<file path="config.mk">
export PLATFORM = sky130hd
export DESIGN_NAME = wb_burst_master
export DESIGN_NICKNAME = d
export VERILOG_FILES = /design/src/rtl/wb_burst_master.sv
export SDC_FILE = /design/constraint.sdc
export NUM_CORES = 1
export LEC_CHECK = 0
export CORE_MARGIN = 2
export CORE_UTILIZATION = 44
export CTS_BUF_LIST = sky130_fd_sc_hd__clkbuf_16
export CTS_CLUSTER_DIAMETER = 80
export DETAILED_ROUTE_END_ITERATION = 16
export PLACE_DENSITY = 0.79
export SLEW_MARGIN = 20
export SYNTH_ARGS = -nofsm -noshare
export SYNTH_HDL_FRONTEND = slang
export SYNTH_SLANG_ARGS = --single-unit
</file>
<file path="constraint.sdc">
create_clock -name wb_clk_i -period 2.68 [get_ports wb_clk_i]
set_input_delay 0.268 -clock wb_clk_i [delete_from_list [all_inputs] [get_ports wb_clk_i]]
set_output_delay 0.268 -clock wb_clk_i [all_outputs]
set_load 0.1 [all_outputs]
</file>
<file path="src/rtl/wb_burst_master.sv">
// Wishbone classic burst initiator: one command at a time, incrementing
// word addresses, write data in and read data out on valid/ready streams,
// with a per-beat ACK timeout.
module wb_burst_master #(
    parameter int LEN_W   = 8,
    parameter int TIMEOUT = 255
) (
    input  logic             wb_clk_i,
    input  logic             wb_rst_i,
    input  logic             cmd_valid_i,
    output logic             cmd_ready_o,
    input  logic [31:0]      cmd_adr_i,
    input  logic [LEN_W-1:0] cmd_len_i,
    input  logic             cmd_we_i,
    input  logic             wr_valid_i,
    output logic             wr_ready_o,
    input  logic [31:0]      wr_data_i,
    output logic             rd_valid_o,
    input  logic             rd_ready_i,
    output logic [31:0]      rd_data_o,
    output logic             done_o,
    output logic             err_o,
    output logic             wbm_cyc_o,
    output logic             wbm_stb_o,
    output logic             wbm_we_o,
    output logic [3:0]       wbm_sel_o,
    output logic [31:0]      wbm_adr_o,
    output logic [31:0]      wbm_dat_o,
    input  logic [31:0]      wbm_dat_i,
    input  logic             wbm_ack_i
);

    localparam int TO_W = $clog2(TIMEOUT + 1);

    typedef enum logic [1:0] {S_IDLE, S_WDATA, S_BEAT, S_RHOLD} state_t;

    state_t           state_q, state_d;
    logic [31:0]      adr_q, adr_d;
    logic             we_q, we_d;
    logic [LEN_W-1:0] cnt_q, cnt_d;
    logic [TO_W-1:0]  to_q, to_d;
    logic [31:0]      dat_q, dat_d;
    logic [31:0]      rd_q, rd_d;
    logic             cyc_q, cyc_d;
    logic             done_q, done_d;
    logic             err_q, err_d;

    // State and datapath registers; reset drops the bus immediately with no status pulse.
    always_ff @(posedge wb_clk_i) begin
        if (wb_rst_i) begin
            state_q <= S_IDLE;
            adr_q   <= '0;
            we_q    <= 1'b0;
            cnt_q   <= '0;
            to_q    <= '0;
            dat_q   <= '0;
            rd_q    <= '0;
            cyc_q   <= 1'b0;
            done_q  <= 1'b0;
            err_q   <= 1'b0;
        end else begin
            state_q <= state_d;
            adr_q   <= adr_d;
            we_q    <= we_d;
            cnt_q   <= cnt_d;
            to_q    <= to_d;
            dat_q   <= dat_d;
            rd_q    <= rd_d;
            cyc_q   <= cyc_d;
            done_q  <= done_d;
            err_q   <= err_d;
        end
    end

    // Next-state logic; the beat counter and address advance only when the next beat is committed.
    always_comb begin
        state_d = state_q;
        adr_d   = adr_q;
        we_d    = we_q;
        cnt_d   = cnt_q;
        to_d    = to_q;
        dat_d   = dat_q;
        rd_d    = rd_q;
        cyc_d   = cyc_q;
        done_d  = 1'b0;
        err_d   = 1'b0;
        case (state_q)
            S_IDLE: begin
                if (cmd_valid_i) begin
                    adr_d = cmd_adr_i & 32'hFFFF_FFFC;
                    cnt_d = cmd_len_i;
                    we_d  = cmd_we_i;
                    to_d  = '0;
                    if (cmd_we_i) begin
                        state_d = S_WDATA;
                    end else begin
                        state_d = S_BEAT;
                        cyc_d   = 1'b1;
                    end
                end
            end
            S_WDATA: begin
                if (wr_valid_i) begin
                    dat_d   = wr_data_i;
                    state_d = S_BEAT;
                    cyc_d   = 1'b1;
                    to_d    = '0;
                end
            end
            S_BEAT: begin
                // ACK takes priority over a timeout expiring in the same cycle.
                if (wbm_ack_i) begin
                    if (!we_q) begin
                        rd_d    = wbm_dat_i;
                        state_d = S_RHOLD;
                    end else if (cnt_q == '0) begin
                        state_d = S_IDLE;
                        cyc_d   = 1'b0;
                        done_d  = 1'b1;
                    end else begin
                        state_d = S_WDATA;
                        cnt_d   = cnt_q - LEN_W'(1);
                        adr_d   = adr_q + 32'd4;
                    end
                end else if (to_q == TO_W'(TIMEOUT - 1)) begin
                    state_d = S_IDLE;
                    cyc_d   = 1'b0;
                    err_d   = 1'b1;
                end else begin
                    to_d = to_q + TO_W'(1);
                end
            end
            S_RHOLD: begin
                if (rd_ready_i) begin
                    if (cnt_q == '0) begin
                        state_d = S_IDLE;
                        cyc_d   = 1'b0;
                        done_d  = 1'b1;
                    end else begin
                        state_d = S_BEAT;
                        cnt_d   = cnt_q - LEN_W'(1);
                        adr_d   = adr_q + 32'd4;
                        to_d    = '0;
                    end
                end
            end
            default: begin
                state_d = S_IDLE;
                cyc_d   = 1'b0;
            end
        endcase
    end

    // Handshake outputs decode straight from the state register; cmd_ready is held low during reset.
    assign cmd_ready_o = (state_q == S_IDLE) & ~wb_rst_i;
    assign wr_ready_o  = (state_q == S_WDATA);
    assign rd_valid_o  = (state_q == S_RHOLD);
    assign rd_data_o   = rd_q;
    assign done_o      = done_q;
    assign err_o       = err_q;
    assign wbm_cyc_o   = cyc_q;
    assign wbm_stb_o   = (state_q == S_BEAT);
    assign wbm_we_o    = (state_q == S_BEAT) & we_q;
    assign wbm_sel_o   = {4{state_q == S_BEAT}};
    assign wbm_adr_o   = adr_q;
    assign wbm_dat_o   = dat_q;

endmodule

</file>
After elaboration in Yosys (flattened, before gate mapping) --
Cells that the tools add are included. W data, S select, Z words.
Word-level totals: output and inout bits 108, register bits after elaboration 118, word-level logic and storage cells 88, bits of input ports 111
Operators by class: equal/unequal tests 15, $add $sub $neg 3, bitwise logic cells 5, reduce and logical (&&, ||, !) cells 11, multiplexer cells 44
Operators by type and width (count):
- $mux W32 | 5
- $pmux W32 S3 | 1
- $mux W8 | 11
- $add A32 B3 Y32 const B | 1
- $pmux W8 S4 | 1
- $pmux W8 S3 | 1
- $mux W2 | 8
- $mux W1 | 14
- $ne A2 B2 Y1 const B | 6
- $reduce_and A6 Y1 | 2
- $add A8 B1 Y8 const B | 1
- $eq A8 B8 Y1 const B | 1
- $logic_not A8 Y1 | 1
- $pmux W2 S4 | 1
- $sub A8 B1 Y8 const B | 1
- $ne A2 B1 Y1 const B | 3
- $reduce_and A5 Y1 | 1
- $eq A2 B2 Y1 const B | 2
- $pmux W1 S4 | 1
- $reduce_and A2 Y1 | 2
- $reduce_and A4 Y1 | 1
- $ne A3 B1 Y1 const B | 1
- $ne A3 B2 Y1 const B | 1
- $not A1 Y1 | 3
- 7 further kinds | 8

Logic depth before layout (Yosys ltp) --
Gate-level depths: netlist (run 1).
depth after elaboration 5, depth in mapped cells 9, depth with buffers taken out 7

Least setup slack after synthesis (run 1) --
Ideal clock, no wire load.
path kind reg2out, start register state_q[1], end output port cmd_ready_o, stages on the path, launching flop included 5, slack -564 ps, arrival 2976 ps, required time 2412 ps, buffers on the path 3, cells stage by stage dfxtp_1 buf_2 buf_1 clkbuf_1 nor3_1
Between the ends: cells in the longest elaborated chain, start to end 2
Ends and longest elaborated chain:
- start, declared | RTL line 37 | state_t state_q, state_d;
- start signal, assigned | RTL line 62 | state_q <= state_d;
- $logic_not A2 Y1 | RTL line 155 | assign cmd_ready_o = (state_q == S_IDLE) & ~wb_rst_i;
- $and A1 B1 Y1 | RTL line 155
- end, declared | RTL line 11 | output logic cmd_ready_o,
No other way between the ends.

Worst setup path in the final report (run 1) --
start register cnt_q[0], end register cnt_q[4]
Between the ends: cells in the longest elaborated chain, start to end 5, elaborated cells between the ends (all ways) 7, those cells by class 1 x add/sub; 5 x mux; 1 x reduce/logical
Ends and longest elaborated chain:
- start, declared | RTL line 40 | logic [LEN_W-1:0] cnt_q, cnt_d;
- start signal, assigned | RTL line 65 | cnt_q <= cnt_d;
- $sub A8 B1 Y8 or $logic_not A8 Y1 (tied branches)
- $mux W8 * | RTL line 116, 135
- $mux W8 | RTL line 113 | if (!we_q) begin
- $mux W8 | RTL line 112 | if (wbm_ack_i) begin
- $pmux W8 S3 * | RTL line 87 | case (state_q)
Mark *: on every way between the ends. The rest lies on a longest branch, timed or not. The select of a mux whose other input is x is not followed. A chain may end at the register's enable or synchronous reset.

==> flow_summary.json, run 1 <==
{
  "start_kind": "register",
  "run_status": "finished, final reports clean",
  "syn_area_sq_um": 5520,
  "instances_no_fill": 1077,
  "overflow": 0,
  "period_needed_ns": 2.46,
  "crit_arrival_ns": 2.77,
  "post_cts_buffers": 0,
  "whs_ns": 0.285,
  "finalSetupTns_ns": 0,
  "ys.warnings.count": 0,
  "post-route-period-util_pct": 91.7,
  "power_density_nw_per_um2": 1110,
  "ant_nets": 0,
  "insertion_delay_ns": 0.42,
  "slew_violations": 0,
  "wl_um": 18300,
  "async_flop_share_pct": 0,
  "grt_max_degree": 47,
  "die_area_sq_um": 13500,
  "post_dp_cell_area_sq_um": 7650,
  "ctsLongestPathBuffers": 2,
  "yosysTopAreaCellShare_pct": 42.0,
  "numPortBuffers": 214,
  "yosys_most_used_dff": "dfxtp_1",
  "antenna_found_initial": 0,
  "core-area_sq_um": 12100,
  "syn_to_final_growth_pct": 50.0,
  "grt_pass1_vias": 5742,
  "tightest_slew_ns": 0.819,
  "synthTopCellsByArea": "dfxtp_1 42%, nand2_1 11%, a21oi_1 8.6%",
  "syn-mean-instance-area_sq_um": 7.95,
  "cts_resized": 0,
  "clock_sinks": 116,
  "power.leakage_nw": 3.14,
  "vias": 6166,
  "clk_pin_slew_ns": 0.05,
  "end_kind": "register",
  "crit_required_ns": 2.99,
  "gp_congestion": 0.908,
  "via_per_inst": 5.73,
  "ys_ff_latch": 116,
  "ys_types": 64,
  "fp.dieW_um": 116,
  "fin_area_sq_um": 8290,
  "placementRows": 40,
  "cap_violations": 0,
  "clock.fmax_mhz": 407,
  "cp_max_fo": 25,
  "cts_made_buffers": 17,
  "drt-initial-drc-count": 474,
  "ctsHoldBuffers": 0,
  "fp.dieH_um": 116,
  "n_fill_cell": 987,
  "rsz0062_at_grt": "false",
  "pre_cts_ws_ns": 0.135,
  "firstDrtPassIters": 6,
  "yosysTopAreaCell": "dfxtp_1",
  "hp-class": "input pin to register",
  "hold_viol_final": 0,
  "start_util_pct": 45.6,
  "cts_tree": "done",
  "critPathKind": "register to register",
  "route.detailed.drc": 0,
  "cts_root_buf": "clkbuf_16",
  "cts.htree.levels": 4,
  "ys_seq_area_share_pct": 42.0,
  "ios": 219,
  "wl_per_cell_um": 17.0,
  "synth_edf_count": 0,
  "setup_viol": 0,
  "synth_commonest_cells": "158 x nand2_1, 116 x dfxtp_1, 95 x a21oi_1, 39 x clkbuf_1, 30 x nand3_1",
  "synthCells": 695,
  "clock-skew-final_ns": 0.00573,
  "ir_drop_mv": 0.568,
  "dp_hpwl_um": 12900,
  "grt_pass1_wl_um": 28400,
  "layout-drive-gt1-share_pct": 21.2,
  "place_inst": 1045,
  "max_slew_margin_pct": 44.7,
  "layout_setup_ws_ns": 0.221,
  "grtUsageTotal_pct": 26.7,
  "fin_nets": 1012,
  "antennaDiodeCount": 0,
  "synthMostInstantiatedCell": "nand2_1"
}
==> cell usage in the layout (no fill, tap or decap), drive strengths merged, types with 6 or more instances in the layout <==
cell	synthesis	final
nand4	11	11
clkbuf	40	17
nor3	10	10
dfxtp	116	116
or4	18	18
inv	11	13
nand3	30	30
a22oi	23	23
buf	18	132
clkinv	0	6
o22ai	9	9
a31oi	12	12
nand2b	6	6
nor2	23	23
clkdlybuf4s50	0	107
nand2	159	159
o21ai	13	13
and3	9	9
nor4	13	13
or3	8	8
a21oi	95	95
a211oi	6	6
==> final timing paths <==
path / from / end / slack [ns] / depth (start not counted)
setup / recovery: cnt_q[0]$_SDFFE_PP0P_ / cnt_q[4]$_SDFFE_PP0P_ / 0.22 / 7
hold / removal: wb_rst_i / we_q$_SDFFE_PP0P_ / 0.28 / 2
setup reg to reg: cnt_q[0]$_SDFFE_PP0P_ / cnt_q[4]$_SDFFE_PP0P_ / 0.22 / 7
hold reg to reg: wbm_dat_o[30]$_SDFFE_PP0P_ / wbm_dat_o[30]$_SDFFE_PP0P_ / 0.45 / 2
==> kinds of logic (layout without fill, tap and decap cells) <==
group                    Yosys count  in the layout  share of synthesized area (%)
AO/OA/AOI/OAI                    186            186                           20.9
adder cells (fa/ha/maj)            5              5                           1.13
buffers and inverters             69            282                           5.75
flip-flops                       116            116                           42.0
multiplexers                      11             11                           2.33
other                              1              2                         0.0679
AND/OR/NAND/NOR                  307            307                           27.8
==> layer usage <==
| layer | GRT usage [%] | part of all wire, % |
|---|---|---|
| met1 | 32.4 | 40 |
| met2 | 44.5 | 49 |
| met3 | 7.95 | 8.7 |
| met4 | 10.9 | 2.3 |
| met5 | 0 | 0 |
==> cell type report <==
cell class / count / area [sq um] / area share, %
clock buffers: 17 / 425 / 5.13
clock inverters: 15 / 213 / 2.57
multi-input cells: 511 / 2900 / 35.0
inverters: 11 / 41.3 / 0.498
flip-flops and latches: 116 / 2330 / 28.2
well taps: 168 / 210 / 2.54
repair buffers: 239 / 2160 / 26.1
==> critical path, cell delays in order, from the launching register on <==
cell and delay [ns]:
dfxtp_1 0.33, inv_1 0.12, ha_1 0.19, or4b_4 0.50, or4_4 0.48, nand2_4 0.29, o21ai_2 0.11, a2111oi_2 0.34
==> state kept, by name, summed over array words and instances (netlist names), 2 cells and up <==
register and cells:
to_q 8, wbm_adr_o 30, cnt_q 8, wbm_dat_o 32, rd_data_o 32, state_q 2
==> through the flow <==
| step | power (mW) | util (%) |
|---|---|---|
| 6_report | 9.18 | 68.4 |
| 5_1_grt | 9.51 | 68.4 |
| 4_1_cts | 9.17 | 68.4 |
| 3_5_place_dp | 6.69 | 63.2 |
| 3_3_place_gp | 6.61 | 63.2 |
| 2_1_floorplan | 5.57 | - |
==> power breakdown <==
part | internal [mW] | total, mW | switching, mW
clock | 1.64 | 2.47 | 0.829
combinational | 1.20 | 4.36 | 3.16
sequential | 2.01 | 2.35 | 0.344
Power figures use the tool's default switching activity.
==> run 2, diff against run 1 <==
--- a/config.mk
+++ b/config.mk
@@ -5,6 +5,7 @@
 export SDC_FILE = /design/constraint.sdc
 export NUM_CORES = 1
 export LEC_CHECK = 0
+export CAP_MARGIN = 20
 export CORE_MARGIN = 2
 export CORE_UTILIZATION = 44
 export CTS_BUF_LIST = sky130_fd_sc_hd__clkbuf_16
==> results of run 2 <==
No change in the layout: final DEF, timing and power equal those of run 1.
